[config.mk]
export PLATFORM = sky130hd
export DESIGN_NAME = mod_counter_ud_flat
export DESIGN_NICKNAME = d
export VERILOG_FILES = /design/src/rtl/mod_counter_ud_if.sv /design/src/rtl/mod_counter_ud.sv /design/src/flat_wrapper.sv
export SDC_FILE = /design/constraint.sdc
export NUM_CORES = 1
export LEC_CHECK = 0
export BUFFER_PORTS_ARGS = -buffer_cell sky130_fd_sc_hd__buf_2
export CAP_MARGIN = 20
export CORE_MARGIN = 2
export CORE_UTILIZATION = 60
export CTS_CLUSTER_DIAMETER = 40
export DETAILED_ROUTE_END_ITERATION = 16
export HOLD_SLACK_MARGIN = 0.08
export PLACE_DENSITY = 0.82
export SLEW_MARGIN = 30
export SYNTH_ARGS = -nofsm -noshare
export SYNTH_HDL_FRONTEND = slang
export SYNTH_SLANG_ARGS = --single-unit
[constraint.sdc]
create_clock -name clk -period 4.8 [get_ports clk]
set_input_delay 0.24 -clock clk [delete_from_list [all_inputs] [get_ports clk]]
set_output_delay 0.24 -clock clk [all_outputs]
set_load 0.02 [all_outputs]
[src/rtl/mod_counter_ud_if.sv]
// mod_counter_ud_if: control inputs and count/BCD/status outputs
// of one modulo-N up/down counter stage.
interface mod_counter_ud_if #(
    parameter int WIDTH = 6
);
    logic             en;
    logic             up;
    logic             clr;
    logic             load;
    logic [WIDTH-1:0] load_val;
    logic [WIDTH-1:0] cnt;
    logic [3:0]       bcd_tens;
    logic [3:0]       bcd_ones;
    logic             tc;
    logic             wrap;
    logic             load_err;

    modport master (
        output en, up, clr, load, load_val,
        input  cnt, bcd_tens, bcd_ones, tc, wrap, load_err
    );

    modport slave (
        input  en, up, clr, load, load_val,
        output cnt, bcd_tens, bcd_ones, tc, wrap, load_err
    );
endinterface

[src/rtl/mod_counter_ud.sv]
// mod_counter_ud: modulo-N up/down counter with cascade tc,
// synchronous clear/load and incrementally kept two-digit BCD.
module mod_counter_ud #(
    parameter int MODULUS = 24,
    parameter int WIDTH   = 6,
    parameter int RST_VAL = 0
) (
    input  logic            clk,
    input  logic            rst_n,
    mod_counter_ud_if.slave bus
);
    generate
        if (MODULUS < 2 || MODULUS > 100) begin : g_bad_mod
            $error("mod_counter_ud: MODULUS must be 2..100");
        end
        if ((2 ** WIDTH) < MODULUS) begin : g_bad_width
            $error("mod_counter_ud: WIDTH too small for MODULUS");
        end
        if (RST_VAL < 0 || RST_VAL >= MODULUS) begin : g_bad_rst
            $error("mod_counter_ud: RST_VAL must be 0..MODULUS-1");
        end
    endgenerate

    localparam logic [WIDTH-1:0] MAX_C = WIDTH'(MODULUS - 1);
    localparam logic [WIDTH-1:0] RST_C = WIDTH'(RST_VAL);
    localparam logic [WIDTH:0]   MOD_C = (WIDTH + 1)'(MODULUS);
    localparam logic [3:0]       MAX_T = 4'((MODULUS - 1) / 10);
    localparam logic [3:0]       MAX_O = 4'((MODULUS - 1) % 10);
    localparam logic [3:0]       RST_T = 4'(RST_VAL / 10);
    localparam logic [3:0]       RST_O = 4'(RST_VAL % 10);

    logic [WIDTH-1:0] cnt_q;
    logic [3:0]       tens_q;
    logic [3:0]       ones_q;
    logic             wrap_q;
    logic             lerr_q;

    logic             over;
    logic [WIDTH-1:0] ld_val;
    logic [6:0]       ld7;
    logic [3:0]       ld_t;
    logic [3:0]       ld_o;
    logic             at_max;
    logic             at_zero;

    // Out-of-range loads saturate to the top count.
    assign over   = {1'b0, bus.load_val} >= MOD_C;
    assign ld_val = over ? MAX_C : bus.load_val;
    assign ld7    = 7'(ld_val);
    assign ld_t   = 4'(ld7 / 7'd10);
    assign ld_o   = 4'(ld7 % 7'd10);

    assign at_max  = (cnt_q == MAX_C);
    assign at_zero = (cnt_q == '0);

    // Ungated by clr/load so a cascade can ripple in one cycle.
    assign bus.tc = bus.en &
                    ((bus.up & at_max) | (~bus.up & at_zero));

    assign bus.cnt      = cnt_q;
    assign bus.bcd_tens = tens_q;
    assign bus.bcd_ones = ones_q;
    assign bus.wrap     = wrap_q;
    assign bus.load_err = lerr_q;

    always_ff @(posedge clk or negedge rst_n) begin
        if (!rst_n) begin
            cnt_q  <= RST_C;
            tens_q <= RST_T;
            ones_q <= RST_O;
            wrap_q <= 1'b0;
            lerr_q <= 1'b0;
        end else begin
            wrap_q <= 1'b0;
            lerr_q <= 1'b0;
            if (bus.clr) begin
                cnt_q  <= '0;
                tens_q <= '0;
                ones_q <= '0;
            end else if (bus.load) begin
                cnt_q  <= ld_val;
                tens_q <= ld_t;
                ones_q <= ld_o;
                lerr_q <= over;
            end else if (bus.en && bus.up) begin
                if (at_max) begin
                    cnt_q  <= '0;
                    tens_q <= '0;
                    ones_q <= '0;
                    wrap_q <= 1'b1;
                end else begin
                    cnt_q <= cnt_q + WIDTH'(1);
                    if (ones_q == 4'd9) begin
                        ones_q <= 4'd0;
                        tens_q <= tens_q + 4'd1;
                    end else begin
                        ones_q <= ones_q + 4'd1;
                    end
                end
            end else if (bus.en) begin
                if (at_zero) begin
                    cnt_q  <= MAX_C;
                    tens_q <= MAX_T;
                    ones_q <= MAX_O;
                    wrap_q <= 1'b1;
                end else begin
                    cnt_q <= cnt_q - WIDTH'(1);
                    if (ones_q == 4'd0) begin
                        ones_q <= 4'd9;
                        tens_q <= tens_q - 4'd1;
                    end else begin
                        ones_q <= ones_q - 4'd1;
                    end
                end
            end
        end
    end
endmodule

[src/flat_wrapper.sv]
// flat-port wrapper written by rule: the top's interface ports become plain ports
module mod_counter_ud_flat 
#(
    parameter int MODULUS = 24,
    parameter int WIDTH   = 6,
    parameter int RST_VAL = 0
)
  (clk, rst_n, bus_en, bus_up, bus_clr, bus_load, bus_load_val, bus_cnt, bus_bcd_tens, bus_bcd_ones, bus_tc, bus_wrap, bus_load_err);
  mod_counter_ud_if #(.WIDTH(WIDTH)) bus_i ();
  input  logic clk;
  input  logic rst_n;
  input wire logic [$bits(bus_i.en)-1:0] bus_en;
  input wire logic [$bits(bus_i.up)-1:0] bus_up;
  input wire logic [$bits(bus_i.clr)-1:0] bus_clr;
  input wire logic [$bits(bus_i.load)-1:0] bus_load;
  input wire logic [$bits(bus_i.load_val)-1:0] bus_load_val;
  output wire logic [$bits(bus_i.cnt)-1:0] bus_cnt;
  output wire logic [$bits(bus_i.bcd_tens)-1:0] bus_bcd_tens;
  output wire logic [$bits(bus_i.bcd_ones)-1:0] bus_bcd_ones;
  output wire logic [$bits(bus_i.tc)-1:0] bus_tc;
  output wire logic [$bits(bus_i.wrap)-1:0] bus_wrap;
  output wire logic [$bits(bus_i.load_err)-1:0] bus_load_err;
  assign bus_i.en = bus_en;
  assign bus_i.up = bus_up;
  assign bus_i.clr = bus_clr;
  assign bus_i.load = bus_load;
  assign bus_i.load_val = bus_load_val;
  assign bus_cnt = bus_i.cnt;
  assign bus_bcd_tens = bus_i.bcd_tens;
  assign bus_bcd_ones = bus_i.bcd_ones;
  assign bus_tc = bus_i.tc;
  assign bus_wrap = bus_i.wrap;
  assign bus_load_err = bus_i.load_err;
  mod_counter_ud #(.MODULUS(MODULUS), .WIDTH(WIDTH), .RST_VAL(RST_VAL)) u_core (.clk(clk), .rst_n(rst_n), .bus(bus_i));
endmodule
==> summary.txt <==
CTS
  – Clock Pin Slew Worst Setup and Hold Paths: 0.10 ns
  – Clk buf depth: 2
  – # clock sinks: 16
  – Clock Latency Late Sink: 0.28 ns
  – CTS Buf Count: 3
  – CTS tree: yes
  – H-tree levels: 1
  – Root Buffer: clkbuf_4

Synth
  – Syn nets: 225
  – Post-Synth Simple-Gate Area: 23.7%
  – Post-synth EDFFs: 0
  – Syn_area_per_cell: 8.04 µm²
  – Mapped Area: 1630 µm²
  – Main combinational cell family by area after synthesis: compound AO/OA/AOI/OAI gates
  – Post-synthesis mux area share: 1.23%
  – Synth Area in Compound Gates: 34.6%
  – #FFs+latches synth: 16
  – Asr flop ratio synth: 100%
  – Area share of the largest cell type after synthesis: 24.5%
  – Synth Area in XOR/XNOR: 2.15%
  – Synth cell types: 65
  – Synth Instances: 203
  – Top FF cell, synth: dfrtp_1
  – Adder-cell area share of the yosys netlist: 7.66%
  – Main area contributors after synthesis: dfrtp_1, ha_1, a21oi_1
  – YS warnings: 0
  – Largest area contributor in the netlist: dfrtp_1
  – Post-synthesis sequential area ratio: 24.5%

STA
  – Final period util: 51.6%
  – Max Freq: 0.404 GHz
  – Setup-failing EPs final: 0
  – Worst Slack Setup Final: 2.32 ns
  – Final Hold Fails: 0
  – Clock skew: 0.00248 ns
  – Slew @ Worst Pin: 0.622 ns
  – Fin. max-slew vios: 0
  – Unrepaired setup endpoints after global routing: no
  – Setup Total Neg Slack: 0 ns
  – Slew margin rel.: 57.4%
  – Minimum clock period: 2.48 ns

Route
  – Drt initial violations: 103
  – Routed WL per cell: 17.6 µm
  – Total length of routed wires: 4.50 mm
  – DRC: 0
  – Total vias in the final route: 1725
  – First-pass detailed-route iteration total: 4
  – Antenna viol nets, final: 0
  – Post-DR vias/cell: 6.76

Power and ir drop
  – Clock power share: 21.5%
  – Power Internal: 258 µW
  – Sw frac: 39.5%
  – Flop pwr share: 38.3%
  – Cell leakage power: 0.000848 µW
  – Worst vdd ir: 0.000165 V
  – Combinational share of power: 40.3%
  – PwrDens: 236 nW/µm²
  – Switching pwr: 168 µW

Place
  – Dpl ws: 2.06 ns
  – DP Wirelength: 3.36 mm
  – GPL Wtd Cong: 0.878
  – IO Port Bufs: 28

Hold path
  – Worst hold-check path type: input port to register

Setup path
  – CP Capture Type: register
  – CP startpoint kind: input port
  – CP Data Arrival Time: 2.68 ns
  – Req. time, crit path: 5.00 ns
  – Crit-path max FO: 8
  – WS Path Type: input port to register

Flow run
  – Max_cap viols: 0

Final layout
  – Commonest non-fill, non-tap cells in the layout: buf_2, nand2_1, nor2_1
  – Most common cell after layout, fill and taps aside: buf_2
  – Layout cells sized above 1: 20.0%
  – Register area: 400 µm²
  – Area Overhead vs Synth: 10.6%
  – # fillers: 210
  – Nets: 248
  – Area of the multi-input gates: 1130 µm²
  – ANT cells: 0

Global routing
  – Vias in the first global route: 1655
  – First-pass GRT wire length: 7.47 mm
  – Number of antenna violations at the first check in global routing: 0
  – Pin count of the biggest net entering global routing: 22
  – Tot GR Track Use: 29.3%
  – GRT overflow: 0

Die
  – Die width: 56.2 µm
  – Die Area: 3150 µm²
  – Cell Rows: 18
  – IO Count: 29
  – Die span in y: 56.2 µm
  – Starting Density: 64.7%
  – Core footprint: 2520 µm²

Outcome
  – Outcome: completed
## cells in the mapped netlist, types with 4 or more instances
cell type  instances
and3_1             5
o21ai_0            8
nand2_1           18
clkbuf_1           7
a211oi_1           6
nor3_1             4
inv_1             12
dfrtp_1           16
ha_1              10
a31oi_1            4
a21oi_1           15
nor2_1            18
a221oi_1           4
## path summary, 6_finish.rpt
path                                         from                      to  slack, ns  depth (start not counted)
setup / recovery                  bus_load_val[3]  u_core.bus.bcd_ones[2]       2.32                         11
hold / removal                            bus_clr  u_core.bus.bcd_ones[2]       0.25                          2
setup reg to reg                u_core.bus.cnt[0]  u_core.bus.bcd_ones[2]       2.36                          7
hold reg to reg            u_core.bus.bcd_tens[2]  u_core.bus.bcd_tens[2]       0.59                          1
max in group asynchronous                   rst_n  u_core.bus.bcd_tens[2]       4.12                          2
min in group asynchronous                   rst_n       u_core.bus.cnt[0]       0.40                          2
## stage by stage
stage                     total power (µW)  cells  hold WS, ns  instance area (µm²)  util (%)
after floorplan                        286    203      -0.0556                 1630         -
after global placement                 325    250        0.179                 1760      69.7
after detailed placement               332    250        0.184                 1760      69.7
after CTS                              425    255        0.240                 1810      71.6
after global routing                   451    255        0.261                 1810      71.6
final                                  425    255        0.250                 1810      71.6
## logic make-up (layout without fill, tap and decap cells)
family                     count (synthesis)  after routing
and+or+nand+nor                           70             70
DFF                                       16             16
adders and majority gates                 10             10
buffers and inverters                     24             46
xor gates and xnor gates                   4              4
muxes                                      2              2
AOI/OAI and AO/OA                         77             77
## final cells by class
type,count,area share (%)
clock buffers,4,2.01
repair buffers,29,8.32
multi-input cells,163,62.7
well taps,30,2.08
flip-flops and latches,16,22.2
inverters,13,2.70
## worst max-delay path, stage by stage
cell	delay (ns)
buf_2	0.15
a211oi_2	0.37
inv_1	0.14
ha_1	0.22
nor2b_1	0.16
a21o_2	0.22
xnor2_1	0.19
ha_1	0.24
a31oi_1	0.11
or3b_1	0.40
a311oi_2	0.24
## metal layers
| metal | GRT usage (%) | up-vias | part of all wire, % |
|---|---|---|---|
| li1 | - | 812 | - |
| met3 | 3.49 | 11 | 7.3 |
| met4 | 9.86 | 0 | 2.1 |
| met1 | 37.1 | 817 | 41 |
| met2 | 51.1 | 85 | 49 |
| met5 | 0 | - | 0 |
## what timing repair did
action / in CTS / in global routing
buffers inserted: 0 / 0
gates resized for setup: 0 / 0
endpoints found under the hold margin: 16 / 0
hold buffers: 1 / 0
endpoints found under the setup margin: 0 / 0
## power by group through the flow
| stage | sequential [µW] | clock (µW) | combinational [µW] |
|---|---|---|---|
| floorplan | 170 | 0 | 116 |
| global placement | 164 | 0 | 161 |
| detailed placement | 165 | 0 | 167 |
| CTS | 162 | 93.8 | 169 |
| global route | 165 | 98.7 | 188 |
| finish | 163 | 91.4 | 171 |
## flip-flops by register name (all words and copies together) (netlist names)
name and flops:
u_core.bus.cnt 6, u_core.bus.wrap 1, u_core.bus.bcd_ones 4, u_core.bus.load_err 1, u_core.bus.bcd_tens 4
Power figures use the tool's default switching activity.
